<file path="src/rtl/exec_wb_unit_pkg.sv">
`default_nettype none
// exec_wb_unit_pkg: opcode encodings, FSM state type and default widths
// Revision: 1.0
package exec_wb_unit_pkg;

    localparam int DATA_W_DEF = 16;
    localparam int ADDR_W_DEF = 2;
    localparam int OP_W_DEF   = 3;

    localparam logic [2:0] OP_ADD = 3'b000;
    localparam logic [2:0] OP_SUB = 3'b001;
    localparam logic [2:0] OP_AND = 3'b010;
    localparam logic [2:0] OP_OR  = 3'b011;
    localparam logic [2:0] OP_XOR = 3'b100;
    localparam logic [2:0] OP_SHL = 3'b101;
    localparam logic [2:0] OP_MUL = 3'b110;
    localparam logic [2:0] OP_NOP = 3'b111;

    typedef enum logic [1:0] {
        ST_IDLE = 2'd0,
        ST_MUL  = 2'd1,
        ST_WB   = 2'd2
    } state_e;

endpackage
`default_nettype wire

</file>
<file path="src/rtl/exec_wb_unit_seq_mul16.sv">
`default_nettype none
// seq_mul16: 16-iteration shift-add multiplier, 32-bit product
// Revision: 1.0
module seq_mul16 (
    input  logic        clk,
    input  logic        reset,
    input  logic        start_i,
    input  logic [15:0] a_i,
    input  logic [15:0] b_i,
    output logic        last_o,
    output logic [31:0] product_o
);

    logic [31:0] p_q;
    logic [31:0] m_q;
    logic [15:0] q_q;
    logic [3:0]  cnt_q;
    logic        run_q;
    logic [31:0] p_d;

    // Product including the iteration in flight, so the final value is ready on the last edge
    assign p_d       = p_q + (q_q[0] ? m_q : 32'd0);
    assign product_o = p_d;
    assign last_o    = run_q && (cnt_q == 4'd15);

    always_ff @(posedge clk or negedge reset) begin
        if (!reset) begin
            p_q   <= 32'd0;
            m_q   <= 32'd0;
            q_q   <= 16'd0;
            cnt_q <= 4'd0;
            run_q <= 1'b0;
        end else if (start_i) begin
            p_q   <= 32'd0;
            m_q   <= {16'd0, a_i};
            q_q   <= b_i;
            cnt_q <= 4'd0;
            run_q <= 1'b1;
        end else if (run_q) begin
            p_q   <= p_d;
            m_q   <= m_q << 1;
            q_q   <= q_q >> 1;
            cnt_q <= cnt_q + 4'd1;
            if (cnt_q == 4'd15) begin
                run_q <= 1'b0;
            end
        end
    end

endmodule
`default_nettype wire

</file>
<file path="src/rtl/exec_wb_unit.sv">
`default_nettype none
// exec_wb_unit: execute/write-back stage feeding a 4x16 register file
// Revision: 1.0
module exec_wb_unit
    import exec_wb_unit_pkg::*;
#(
    parameter int DATA_W = DATA_W_DEF,
    parameter int ADDR_W = ADDR_W_DEF,
    parameter int OP_W   = OP_W_DEF
) (
    input  logic              clk,
    input  logic              reset,
    input  logic              instr_valid,
    output logic              instr_ready,
    input  logic [OP_W-1:0]   instr_op,
    input  logic [ADDR_W-1:0] instr_rd,
    input  logic [ADDR_W-1:0] instr_rs1,
    input  logic [ADDR_W-1:0] instr_rs2,
    output logic [ADDR_W-1:0] r_add1,
    output logic [ADDR_W-1:0] r_add2,
    input  logic [DATA_W-1:0] r_data1,
    input  logic [DATA_W-1:0] r_data2,
    output logic [ADDR_W-1:0] w_add,
    output logic              w_flag,
    output logic [DATA_W-1:0] w_data,
    output logic              done,
    output logic              busy,
    output logic              flag_z,
    output logic              flag_c
);

    state_e              state_q;
    logic [ADDR_W-1:0]   rd_q;
    logic [ADDR_W-1:0]   w_add_q;
    logic                w_flag_q;
    logic [DATA_W-1:0]   w_data_q;
    logic                done_q;
    logic                flag_z_q;
    logic                flag_c_q;

    logic [DATA_W-1:0]   alu_res_d;
    logic                alu_c_d;
    logic [DATA_W:0]     sum_d;
    logic                accept_d;
    logic                mul_start_d;
    logic                mul_last;
    logic [31:0]         mul_prod;

    assign r_add1      = instr_rs1;
    assign r_add2      = instr_rs2;
    assign instr_ready = (state_q == ST_IDLE) && reset;
    assign busy        = (state_q != ST_IDLE);
    assign w_add       = w_add_q;
    assign w_flag      = w_flag_q;
    assign w_data      = w_data_q;
    assign done        = done_q;
    assign flag_z      = flag_z_q;
    assign flag_c      = flag_c_q;

    assign accept_d    = (state_q == ST_IDLE) && instr_valid;
    assign mul_start_d = accept_d && (instr_op == OP_MUL);

    always_comb begin
        alu_res_d = '0;
        alu_c_d   = 1'b0;
        sum_d     = '0;
        case (instr_op)
            OP_ADD: begin
                sum_d     = {1'b0, r_data1} + {1'b0, r_data2};
                alu_res_d = sum_d[DATA_W-1:0];
                alu_c_d   = sum_d[DATA_W];
            end
            OP_SUB: begin
                alu_res_d = r_data1 - r_data2;
                alu_c_d   = (r_data1 >= r_data2);
            end
            OP_AND:  alu_res_d = r_data1 & r_data2;
            OP_OR:   alu_res_d = r_data1 | r_data2;
            OP_XOR:  alu_res_d = r_data1 ^ r_data2;
            OP_SHL:  alu_res_d = r_data1 << r_data2[3:0];
            default: alu_res_d = '0;
        endcase
    end

    seq_mul16 u_mul (
        .clk       (clk),
        .reset     (reset),
        .start_i   (mul_start_d),
        .a_i       (r_data1),
        .b_i       (r_data2),
        .last_o    (mul_last),
        .product_o (mul_prod)
    );

    always_ff @(posedge clk or negedge reset) begin
        if (!reset) begin
            state_q  <= ST_IDLE;
            rd_q     <= '0;
            w_add_q  <= '0;
            w_flag_q <= 1'b0;
            w_data_q <= '0;
            done_q   <= 1'b0;
            flag_z_q <= 1'b0;
            flag_c_q <= 1'b0;
        end else begin
            w_flag_q <= 1'b0;
            done_q   <= 1'b0;
            case (state_q)
                ST_IDLE: begin
                    if (instr_valid) begin
                        rd_q <= instr_rd;
                        if (instr_op == OP_MUL) begin
                            state_q <= ST_MUL;
                        end else begin
                            // ALU result is final at the accept edge; go straight to write-back
                            state_q  <= ST_WB;
                            w_add_q  <= instr_rd;
                            w_data_q <= alu_res_d;
                            w_flag_q <= (instr_op != OP_NOP);
                            done_q   <= 1'b1;
                            if (instr_op != OP_NOP) begin
                                flag_z_q <= (alu_res_d == '0);
                                flag_c_q <= alu_c_d;
                            end
                        end
                    end
                end
                ST_MUL: begin
                    if (mul_last) begin
                        state_q  <= ST_WB;
                        w_add_q  <= rd_q;
                        w_data_q <= mul_prod[DATA_W-1:0];
                        w_flag_q <= 1'b1;
                        done_q   <= 1'b1;
                        flag_z_q <= (mul_prod[DATA_W-1:0] == '0);
                        flag_c_q <= (mul_prod[31:16] != 16'd0);
                    end
                end
                ST_WB: begin
                    state_q <= ST_IDLE;
                end
                default: begin
                    state_q <= ST_IDLE;
                end
            endcase
        end
    end

endmodule
`default_nettype wire

</file>
<file path="config.mk">
export PLATFORM = sky130hd
export DESIGN_NAME = exec_wb_unit
export DESIGN_NICKNAME = d
export VERILOG_FILES = /design/src/rtl/exec_wb_unit_pkg.sv /design/src/rtl/exec_wb_unit_seq_mul16.sv /design/src/rtl/exec_wb_unit.sv
export SDC_FILE = /design/constraint.sdc
export NUM_CORES = 1
export LEC_CHECK = 0
export BUFFER_PORTS_ARGS = -buffer_cell sky130_fd_sc_hd__buf_2
export CORE_ASPECT_RATIO = 1.25
export CORE_MARGIN = 3
export CORE_UTILIZATION = 45
export CTS_CLUSTER_DIAMETER = 200
export DETAILED_ROUTE_END_ITERATION = 10
export MAX_ROUTING_LAYER = met4
export PLACE_DENSITY = 0.73
export SKIP_CTS_REPAIR_TIMING = 1
export SYNTH_ARGS = -nofsm -noshare
export SYNTH_HDL_FRONTEND = slang
export SYNTH_SLANG_ARGS = --single-unit
</file>
<file path="constraint.sdc">
create_clock -name clk -period 4.9 [get_ports clk]
set_clock_uncertainty 0.15 [all_clocks]
set_input_delay 0.49 -clock clk [delete_from_list [all_inputs] [get_ports clk]]
set_output_delay 0.49 -clock clk [all_outputs]
set_load 0.005 [all_outputs]
</file>
==> results list <==
- Largest fanout on the critical path: 33
- Portion of synthesized cell area occupied by the leading cell type: 0.263
- The synthesized design contains 0 enable-type register cells.
- Leakage power: 5.34 nW
- Routability-driven placement finished with a final weighted congestion of between 0.9 and 1.
* Post-synth design cell area: around 0.011 mm^2
* TritonCTS clock tree: built
* Vias: 9,742
- Dividing the synthesized area by the synthesized cell count gives slightly above 8 um^2.
- The die covers 0.0254 mm^2.
* Crit path kind: reg2reg
- Excluding fillers, the count of instances in the completed layout stands at between 1,500 and 2,000.
- Placeable core region: between 0.02 and 0.025 mm^2
* Number of hold violations in the final report: 0
* Total wirelength of the detailed-routed design: 30.3 mm
- Worst Path Arrival: 4.24 ns
- Clock buffers created by TritonCTS: 9
- In the final layout, the share of cells above drive strength 1 is 0.112.
- Outcome: completed
* Dominant cell type by area after synthesis: dfrtp_1
- The floorplan step set the die height to between 150 and 200 um.
* Number of DRC violations after detailed routing: 0
* Overall overflow remaining after global route: 0
- RSZ-0062 raised after global routing: no
* Most common library cell in the layout ignoring fill and taps: nor2_1
* Power density over the cells: about 480 mW/mm^2
* Startpoint of the lowest-slack register-to-register path: u_mul.q_q[0]
- Port Buf Inserts: between 60 and 70
- Routed len/inst: 19.3 um
* Routed length on met3: around 1.4 mm
* Largest voltage drop on the vdd net: between 200 and 300 uV
- For this run, the number of Yosys warnings is 0.
- Counting flops with an async set or reset pin after synthesis yields a share of 1.00.
- After the first detailed-routing iteration, the DRC count stood at ~850.
- The worst setup path is launched from a flop.
* Post-place setup slack: slightly above 0.8 ns
- Sum of internal, switching and leakage power: 0.00537 W
- Net count of the mapped netlist: between 1,000 and 1,500
- Final critical path time including I/O delays and setup: 4.14 ns
- The first TritonRoute pass finished after 6 iterations.
- For the worst setup path, the data required time is 5.00 ns.
* Initial core utilization: 0.459
- In this run the count of I/O pins placed on the die edge is 72.
- 0 antenna diodes ended up in the layout.
- Detail-routed via count per cell: 6.21
- Max-cap violations in this run came to 0.
- At the end of the flow, the number of nets in the layout was around 1,400.
* Vias in the first global route: roughly 9,400
* Clock tree root driver cell: clkbuf_16
- Adding up every negative setup slack in the final design gives 0 ns.
* Largest stage delay, worst path: 0.67 ns
- Maximum clock frequency: 241 MHz
- The number of antenna violations at the first check in global routing was 0.
- Number of nets still failing antenna checks after routing: 0
- Length of routed wiring on met1: around 13 mm
- Row generation in the floorplan step produced 62 rows.
* Relative slew margins: 0.387
* Synthesized flop and latch total: 111
* Placed insts: ~1,600
* Maximum number of buffers from clock root to sink: 2
* Latest clock arrival within the worst-skew pair: around 0.36 ns
* Routed met2 length: ~15 mm
- In the layout the commonest cells are 127 x nor2_1, 114 x nand2_1, 110 x dfrtp_1.
* Cells taking the most area after synthesis: dfrtp_1 26%, ha_1 9.9%, mux2i_1 9.3%
* Worst-path clk slew: roughly 0.090 ns
- The wire-length estimate of the detail-placed layout is between 20 and 25 mm.
- Pin count of the biggest net entering global routing: 75
- At the pin with the least slew margin, the transition time is 0.913 ns.
- Among all stages on the critical path, the largest delay is contributed by dfrtp_1.
* Clock sinks: around 110
- The min-delay analysis places its worst path in the category in2async.
- Uppermost signal routing layer after detailed routing: met4
- The first global-routing pass estimated 48.6 mm of wire.
* Mapped Cells: between 1,000 and 1,500
* Width of the die: between 100 and 150 um
* Cell variety after synth: 93
- Across all setup checks in the final design, the least slack found is ~0.76 ns.
* Type of destination of the critical path: flop
- Hold timing on the final database bottoms out at a slack of between 0.08 and 0.09 ns.
- Setup violations remaining at the end of the flow were counted as 0.
* Origin of the worst setup path: u_mul.q_q[0]
* Clock H-tree levels: 3
- The area growth from synthesis to layout is 6.57%.
- Combined global-route utilization of all metal layers: 0.243
* Cell chain of the critical path: and2_1 -> ha_1 -> fa_1 -> a21o_1 -> a22o_1 -> a21oi_2 -> nand3_2 -> or4b_1 -> a32o_1 -> a2111oi_2 -> nand4b_1 -> o221a_1
* Proportion of synthesized chip area in sequential cells: 0.263
- Final critical-path share of the clock period: 0.845
- Final max-slew violation count: 0
- Counting the fill cells in the layout gives roughly 2,200.
- Primary flip-flop cell chosen by synthesis mapping: dfrtp_1
[Yosys cell counts (all sizes together) (10+ instances only)]
| master | instances |
|---|---|
| o211ai | 15 |
| and2 | 35 |
| nand2 | 114 |
| a21o | 24 |
| mux2i | 98 |
| xnor2 | 18 |
| nand4 | 12 |
| inv | 65 |
| o21bai | 12 |
| dfrtp | 111 |
| nand3 | 27 |
| mux2 | 12 |
| buf | 29 |
| nand2b | 18 |
| nor2b | 11 |
| a21oi | 89 |
| nor4 | 10 |
| nor2 | 127 |
| ha | 84 |
| clkbuf | 58 |
| a31oi | 12 |
| mux4 | 11 |
| nor3 | 23 |
| o21ai | 89 |
| a211oi | 18 |
[logic make-up after synthesis]
family,synth area share
buffers and inverters,0.0600
xor gates and xnor gates,0.0224
DFF,0.263
muxes,0.129
and+or+nand+nor,0.192
AOI/OAI and AO/OA,0.230
adders and majority gates,0.105
[state kept, by name, indices dropped and copies added, names as in the netlist]
signal,flops
u_mul.m_q,32
u_mul.p_q,32
u_mul.q_q,16
w_data,16
u_mul.cnt_q,4
rd_q,2
state_q,2
w_add,2
done,1
flag_c,1
flag_z,1
u_mul.run_q,1
w_flag,1
[final timing paths]
| path | to | slack, ns | depth (start not counted) |
|---|---|---|---|
| setup / recovery | flag_c | 0.76 | 12 |
| hold / removal | u_mul.p_q[25] | 0.09 | 1 |
| setup reg to reg | flag_c | 0.76 | 12 |
| hold reg to reg | w_data[11] | 0.33 | 2 |
| max in group asynchronous | u_mul.m_q[5] | 3.38 | 2 |
| min in group clk | rd_q[0] | 0.23 | 2 |
[critical path: cells and delay by family (launching register included)]
family,cells,cell delay [ns]
AND/OR/NAND/NOR,4,1.10
flip-flops,1,0.67
AO/OA/AOI/OAI,6,1.48
adder cells (fa/ha/maj),2,0.63
[cell type report]
type | instances | area, um^2 | area share
Timing Repair Buffer | 76 | 415 | 0.0369
Multi-Input combinational cell | 1013 | 7170 | 0.636
Inverter | 65 | 244 | 0.0216
Tap cell | 288 | 360 | 0.0320
Sequential cell | 111 | 2780 | 0.247
Clock inverter | 6 | 61.3 | 0.00544
Clock buffer | 10 | 239 | 0.0212
[power breakdown]
group          switching, W  internal, W
clock              0.000377     0.000373
sequential         0.000338      0.00130
combinational       0.00173      0.00125
total               0.00245      0.00292
[layer usage]
layer | global-route usage | up-vias
li1 | - | 4627
met2 | 0.416 | 351
met3 | 0.0210 | 59
met1 | 0.305 | 4705
met4 | 0.0733 | 0
met5 | - | -
[metrics by stage]
step                area, um^2  utilization
floorplan                10600            -
global placement         11000        0.476
detailed placement       11000        0.476
CTS                      11300        0.489
global route             11300        0.489
finish                   11300        0.489
No activity file was read; power rests on OpenSTA's default activity.
